## src/rtl/fetch_decode.sv

```systemverilog
// fetch_decode: sequencer stage in front of the ALU.
// Fetches one instruction word per FETCH phase over a valid/request handshake,
// decodes it into ALU operand fields, and retires the ALU result in EXEC
// (register writeback, flag capture, PC update or branch).
// Optional feature macro: FD_HALT_EN (opcode 63 parks the machine in HALT
// until reset). With it undefined, opcode 63 is an ordinary NOP.
module fetch_decode #(
  parameter logic [31:0] RESET_PC = 32'h0000_0000
) (
  input  logic        clock,
  input  logic        reset_n,
  output logic        imem_req,
  output logic [31:0] imem_addr,
  input  logic        imem_valid,
  input  logic [31:0] imem_data,
  output logic [5:0]  alu_instr,
  output logic [31:0] alu_a,
  output logic [31:0] alu_b,
  output logic [31:0] alu_reg8,
  output logic [15:0] alu_value,
  output logic        alu_highlow,
  output logic        alu_f1,
  output logic        alu_f2,
  input  logic [31:0] alu_c,
  input  logic        alu_flag,
  input  logic        alu_addrch,
  input  logic [31:0] alu_naddr,
  output logic        halted
);

  typedef enum logic [1:0] {
    FETCH = 2'd0,
    EXEC  = 2'd1
`ifdef FD_HALT_EN
    ,
    HALT  = 2'd2
`endif
  } state_t;

  state_t      state_q, state_d;
  logic [31:0] pc_q, pc_d;
  logic [31:0] ir_q, ir_d;
  logic        f1_q, f1_d;
  logic        f2_q, f2_d;
  logic [31:0] regs_q [16];
  logic        wr_en;

  logic [5:0]  op;
  logic [3:0]  rd;
  logic [3:0]  ra;
  logic [3:0]  rb;

  assign op = ir_q[31:26];
  assign rd = ir_q[25:22];
  assign ra = ir_q[21:18];
  assign rb = ir_q[17:14];

  // The half-load (opcode 5) reads its A operand from rd, since rd is also the
  // value being partially overwritten; every other opcode reads A from ra.
  assign alu_instr   = op;
  assign alu_a       = (op == 6'd5) ? regs_q[rd] : regs_q[ra];
  assign alu_b       = regs_q[rb];
  assign alu_reg8    = regs_q[8];
  assign alu_value   = ir_q[15:0];
  assign alu_highlow = ir_q[16];
  assign alu_f1      = f1_q;
  assign alu_f2      = f2_q;

  // Request is gated by reset_n so memory never sees a fetch while in reset.
  assign imem_req  = reset_n && (state_q == FETCH);
  assign imem_addr = pc_q;

`ifdef FD_HALT_EN
  assign halted = (state_q == HALT);
`else
  assign halted = 1'b0;
`endif

  // Next-state logic: capture the word in FETCH, retire everything at once in EXEC.
  always_comb begin
    state_d = state_q;
    pc_d    = pc_q;
    ir_d    = ir_q;
    f1_d    = f1_q;
    f2_d    = f2_q;
    wr_en   = 1'b0;
    case (state_q)
      FETCH: begin
        if (imem_valid) begin
          ir_d    = imem_data;
          state_d = EXEC;
        end
      end
      EXEC: begin
        state_d = FETCH;
`ifdef FD_HALT_EN
        if (op == 6'd63) state_d = HALT;
        else
`endif
        begin
          wr_en = (op <= 6'd5);
          if ((op >= 6'd8) && (op <= 6'd13)) begin
            f2_d = f1_q;
            f1_d = alu_flag;
          end
          if (((op == 6'd14) || (op == 6'd15)) && alu_addrch) pc_d = alu_naddr;
          else pc_d = pc_q + 32'd1;
        end
      end
`ifdef FD_HALT_EN
      HALT: state_d = HALT;
`endif
      default: state_d = FETCH;
    endcase
  end

  // State, PC, IR, flags and register file; reset wins over any pending writeback.
  always_ff @(posedge clock) begin
    if (!reset_n) begin
      state_q <= FETCH;
      pc_q    <= RESET_PC;
      ir_q    <= '0;
      f1_q    <= 1'b0;
      f2_q    <= 1'b0;
      for (int i = 0; i < 16; i++) regs_q[i] <= '0;
    end else begin
      state_q <= state_d;
      pc_q    <= pc_d;
      ir_q    <= ir_d;
      f1_q    <= f1_d;
      f2_q    <= f2_d;
      if (wr_en) regs_q[rd] <= alu_c;
    end
  end

endmodule

```

## config.mk

```make
export PLATFORM = sky130hd
export DESIGN_NAME = fetch_decode
export DESIGN_NICKNAME = d
export VERILOG_FILES = /design/src/rtl/fetch_decode.sv
export SDC_FILE = /design/constraint.sdc
export NUM_CORES = 1
export LEC_CHECK = 0
export ABC_AREA = 0
export CORE_MARGIN = 1
export CORE_UTILIZATION = 40
export CTS_BUF_LIST = sky130_fd_sc_hd__clkbuf_4
export DETAILED_ROUTE_END_ITERATION = 10
export PLACE_DENSITY = 0.68
export SLEW_MARGIN = 10
export SYNTH_ARGS = -nofsm -noshare
export SYNTH_HDL_FRONTEND = slang
export SYNTH_SLANG_ARGS = --single-unit
export TNS_END_PERCENT = 50
```

## constraint.sdc

```tcl
create_clock -name clock -period 8.8 [get_ports clock]
set_clock_uncertainty 0.1 [all_clocks]
set_input_delay 2.64 -clock clock [delete_from_list [all_inputs] [get_ports clock]]
set_output_delay 2.64 -clock clock [all_outputs]
set_load 0.005 [all_outputs]
```

==> impl_metrics.csv, run 1 <==
group,metric,value,unit
global_routing,via_count_of_the_first_global_routing_pass,25300,
yosys,area_fraction_of_the_dominant_cell_type_after_synthesis,0.444,
sta,slew_headroom,0.170,
sta,max_clock_freq,144,MHz
route,detail-route-antenna-nets,0,
yosys,post_synth.cell_area_avg,14.6,um^2
global_routing,grt_pass1_wl,162,mm
final_layout,net_total_in_the_final_layout,2690,
placement,placement.io_buffers,254,
yosys,synth_area_leaders,"edfxtp_1 (44%), mux4_2 (27%), and2_1 (9.3%), dfxtp_1 (4.6%), mux2i_1 (3.8%)",
clock_tree,cts_tree,"built",
placement,placedCellCount,3571,
yosys,synth_flop_cell,"edfxtp_1",
clock_tree,post-cts-setup-buffers,0,
floorplan,ioPinCount,256,
clock_tree,ctsRootBufferMaster,"clkbuf_4",
yosys,synth_cell_types,64,
global_routing,initial_antenna_violation_count,6,
floorplan,std_cell_rows,107,
clock_tree,insertion_delay,1.02,ns
clock_tree,clk_pin_slew_worst_paths,0.06,ns
final_layout,post_synthesis_to_final_layout_area_growth,15.9,%
sta,unrepaired_setup_endpoints_after_global_routing,"false",
power_and_ir_drop,cellLeakagePower,13.4,nW
sta,min_period_over_period,0.788,
clock_tree,post_cts_resized,0,
sta,period_minus_slack,6.94,ns
placement,finalWeightedCongestion,0.835,
final_layout,nFillCells,7435,
yosys,seq_area_frac_synth,0.489,
yosys,net_count_of_the_mapped_netlist,2478,
power_and_ir_drop,ir_worst_vdd,115,uV
yosys,share_of_async_settable_or_async_resettable_flops_after_synthesis,0,
critical_path,cp_max_fo,34,
sta,timing_worst_slew_pin_value,1.24,ns
global_routing,global_route.usage.total,0.254,
route,routed_wire_length_per_instance,28.8,um
global_routing,grt_max_degree,129,
global_routing,grt_overflow_total,0,
route,detail_route.vias_per_cell,6.22,
route,drt-total-wl,111,mm
power_and_ir_drop,power_density,163,nW/um^2
final_layout,drive_above_1_share,0.295,
hold_path,min-delay-path-class,"flop to flop",
floorplan,initial_utilization,0.406,
route,dr_total_vias,24000,
floorplan,die_height,296,um
route,drc_errors,0,
yosys,post-synth-top-count-cell,"and2_1",
yosys,mappedNetlistArea,34600,um^2
floorplan,die_w,296,um
clock_tree,htree_levels,4,
critical_path,critPathCaptureType,"primary output",
placement,hpwl,61.8,mm
critical_path,cp-start-kind,"flop",
yosys,synth_commonest_cells,"and2_1 (515), edfxtp_1 (512), mux4_2 (417)",
clock_tree,tritoncts.num_buffers,159,
yosys,postSynthCellCount,2376,
clock_tree,hold_buffers,0,
clock_tree,clock_path_buffers,3,
clock_tree,clock_sink_count,591,
yosys,yosys.area.top_type,"edfxtp_1",
final_layout,final-instance-count-excl-fill,3850,
sta,endpoints_failing_hold,0,
critical_path,timing.critical_path.required,6.06,ns
yosys,ys_ff_latch,591,
route,drt_iter0_drcs,2955,
job,timing.max_cap.violations,0,
sta,setup-tns-final,0,ns
outcome,run_status,"completed",
critical_path,cp_data_arrival_time,4.20,ns
floorplan,fp.coreArea,85400,um^2
sta,slew_violations,0,
yosys,yosysWarnings,0,
floorplan,die_ar,87800,um^2
sta,setup-violations-final,0,
critical_path,path_class,"flop to primary output",
yosys,synth-edff-count,512,
route,detailedRoute.firstPassIterationCount,6,
routing by layer:
metal / vias to the layer above / global-route usage / share of wire
li1: 9821 / - / -
met1: 12100 / 0.322 / 0.37
met2: 1697 / 0.419 / 0.49
met3: 314 / 0.0577 / 0.11
met4: 2 / 0.110 / 0.038
met5: - / 0 / 0.00012
path summary, 6_finish.rpt:
kind / startpoint / end / slack [ns] / cells past startpoint
min reg2reg: ir_q[6] / ir_q[6] / 0.35 / 2
max: flop / alu_b[15] / 1.86 / 4
min: ir_q[6] / ir_q[6] / 0.35 / 2
max reg2reg: state_q[0] / regs_q[4][12] / 4.68 / 8
worst max-delay path, stage by stage (launching register included):
cell             delay [ns]
dfxtp_4                0.77
buf_4                  0.70
mux4_2                 0.61
mux4_2                 0.54
clkdlybuf4s50_1        0.50
power breakdown:
part	switching [mW]	total (mW)	internal, mW
sequential	0.120	3.26	3.14
combinational	0.432	0.911	0.479
clock	1.20	2.40	1.19
cell usage in the layout, fill, tap and decap left out, drive strengths merged, types with 3 or more instances in the layout:
cell / instances
mux4: 417
clkinvlp: 9
edfxtp: 512
a21oi: 55
a31oi: 4
and2: 515
or2: 33
o22ai: 63
nor3: 11
clkinv: 49
buf: 53
o21ai: 44
mux2i: 131
dfxtp: 79
diode: 4
nand2: 96
o221ai: 4
nand3b: 3
nor2: 38
a211oi: 8
clkdlybuf4s50: 253
nand3: 21
clkbuf: 215
inv: 4
nand4: 12
nand2b: 9
a31o: 3
and3: 14
logic make-up (layout without fill, tap and decap cells):
family,Yosys count,in the layout,synth area share
xor+xnor,1,1,0.000253
simple gates,766,766,0.130
buf+inv,259,585,0.0339
compound gates,208,208,0.0368
flops,591,591,0.489
mux,549,549,0.309
fa+ha+maj,1,1,0.000361
other cells,1,5,0.000108
sequential cells by signal, summed over array words and instances (netlist names), named ones only:
register	cells
alu_f1	1
state_q	1
ir_q	32
regs_q	512
alu_f2	1
imem_addr	32
final cells by class:
class	instances	area, um^2	share of cell area
antenna	4	10.0	0.000249
clock buffer	215	1610	0.0402
inverter	4	15.0	0.000374
timing repair buffer	306	3020	0.0751
tap	1144	1430	0.0356
sequential	591	17000	0.423
multi-input combinational	1526	16800	0.417
clock inverter	60	323	0.00804
per-stage QoR:
stage	utilization	setup WS, ns	power [mW]	area, um^2	hold slack (ns)
after floorplan	-	2.88	3.82	34600	0.336
after global placement	0.447	2.20	4.20	38200	0.336
after detailed placement	0.447	2.24	4.23	38200	0.348
after CTS	0.470	1.69	6.61	40100	0.356
after global routing	0.470	1.57	6.80	40200	0.388
final	0.470	1.86	6.56	40200	0.354
No activity file was read; power rests on OpenSTA's default activity.
==> run 2: changes to the inputs <==
- PLACE_DENSITY: 0.68 -> 0.7
- clock period: 8.8 -> 6.14 ns (I/O delays scaled with it)
==> impl_metrics.csv, run 2 (synthesis gave the netlist of run 1 again) <==
group,metric,value,unit
outcome,run_status,"completed",
sta,unrepaired_setup_endpoints_after_global_routing,"false",
clock_tree,hold_buffers,0,
critical_path,path_class,"flop to primary output",
power_and_ir_drop,power_density,239,nW/um^2
route,dr_total_vias,24100,
placement,placed_area,38600,um^2
power_and_ir_drop,post_layout_power,9.74,mW
clock_tree,post-cts-setup-buffers,0,
global_routing,initial_antenna_violation_count,8,
final_layout,final_common_cell,"and2_1",
clock_tree,tritoncts.num_buffers,162,
placement,placedCellCount,3594,
global_routing,grt_pass1_wl,162,mm
final_layout,finish.instance_area,40800,um^2
final_layout,drive_above_1_share,0.309,
global_routing,grt_overflow_total,0,
clock_tree,post_cts_resized,0,
route,detail-route-antenna-nets,0,
sta,max_clock_freq,170,MHz
power_and_ir_drop,cellLeakagePower,13.8,nW
placement,pre_cts_slack,1.22,ns
final_layout,largest_register_ff_count,512,
power_and_ir_drop,ir_worst_vdd,170,uV
critical_path,cp_max_fo,29,
sta,slew_headroom,0.0831,
route,detailedRoute.firstPassIterationCount,6,
route,drt_iter0_drcs,2792,
final_layout,largest_register,"regs_q",
sta,period_minus_slack,5.88,ns
floorplan,ioPinCount,256,
sta,layout_setup_ws,0.260,ns
critical_path,timing.critical_path.required,4.20,ns
sta,setup-tns-final,0,ns
sta,min_period_over_period,0.958,
critical_path,setup.reg_to_reg.worst_slack,2.35,ns
critical_path,cp_data_arrival_time,3.94,ns
job,timing.max_cap.violations,0,
clock_tree,ctsRootBufferMaster,"clkbuf_4",
route,detail_route.vias_per_cell,6.19,
critical_path,cp-start-kind,"flop",
floorplan,fp.coreArea,85400,um^2
final_layout,layout.cells.most_common_list,"and2_1 (515), edfxtp_1 (512), mux4_2 (417), clkdlybuf4s50_1 (253), clkbuf_4 (231)",
sta,endpoints_failing_hold,0,
sta,timing_worst_slew_pin_value,1.37,ns
route,drc_errors,0,
clock_tree,cts_tree,"built",
placement,finalWeightedCongestion,0.862,
floorplan,initial_utilization,0.406,
final_layout,nFillCells,7360,
placement,hpwl,67.3,mm
route,routed_wire_length_per_instance,28.7,um
sta,setup-violations-final,0,
final_layout,final-instance-count-excl-fill,3890,
clock_tree,clock_path_buffers,3,
placement,placement.io_buffers,254,
floorplan,die_w,296,um
clock_tree,insertion_delay,1.00,ns
sta,slew_violations,0,
global_routing,via_count_of_the_first_global_routing_pass,24700,
route,drt-total-wl,111,mm
clock_tree,htree_levels,4,
floorplan,die_ar,87800,um^2
hold_path,min-delay-path-class,"flop to flop",
critical_path,critPathCaptureType,"primary output",
global_routing,grt_max_degree,53,
clock_tree,clk_pin_slew_worst_paths,0.06,ns
global_routing,global_route.usage.total,0.254,
floorplan,die_height,296,um
final_layout,post_synthesis_to_final_layout_area_growth,17.8,%
final_layout,net_total_in_the_final_layout,2717,
clock_tree,clock_sink_count,591,
floorplan,std_cell_rows,107,
-- run 2: routing by layer --
metal,GRT usage,routed length (um)
met3,0.0610,11700
met2,0.409,53900
met5,0,31
met4,0.117,4430
met1,0.325,41400
-- run 2: final timing paths --
check | to | depth (start not counted) | start
worst max-delay path | alu_a[22] | 6 | flop
worst max register to register | regs_q[11][7] | 6 | state_q[0]
worst min register to register | flop | 2 | ir_q[20]
worst min-delay path | flop | 2 | ir_q[20]
-- run 2: cell type report --
class                   instances  area (um^2)  share of cell area
clock inverters                60          404             0.00990
repair buffers                330         3420              0.0837
multi-input cells            1526        16800               0.412
clock buffers                 231         1730              0.0425
diodes                          4         10.0            0.000245
flip-flops and latches        591        17000               0.416
well taps                    1144         1430              0.0351
inverters                       4         15.0            0.000368
-- run 2: worst max-delay path, cell delays in order, from the launching register on --
cell             delay, ns
dfxtp_4               0.75
buf_4                 0.43
mux4_2                0.54
mux2i_1               0.28
o22ai_1               0.13
or2_2                 0.33
clkdlybuf4s50_1       0.48
-- run 2: where the power goes --
group,switching (mW),internal [mW],total [mW]
Combinational,0.630,0.710,1.34
Clock,1.78,1.96,3.73
Sequential,0.177,4.49,4.67
-- run 2: per-stage QoR --
stage,utilization,hold slack (ns)
final,0.478,0.351
after floorplan,-,0.336
after detailed placement,0.452,0.343
after CTS,0.477,0.352
after global routing,0.478,0.371
after global placement,0.452,0.339
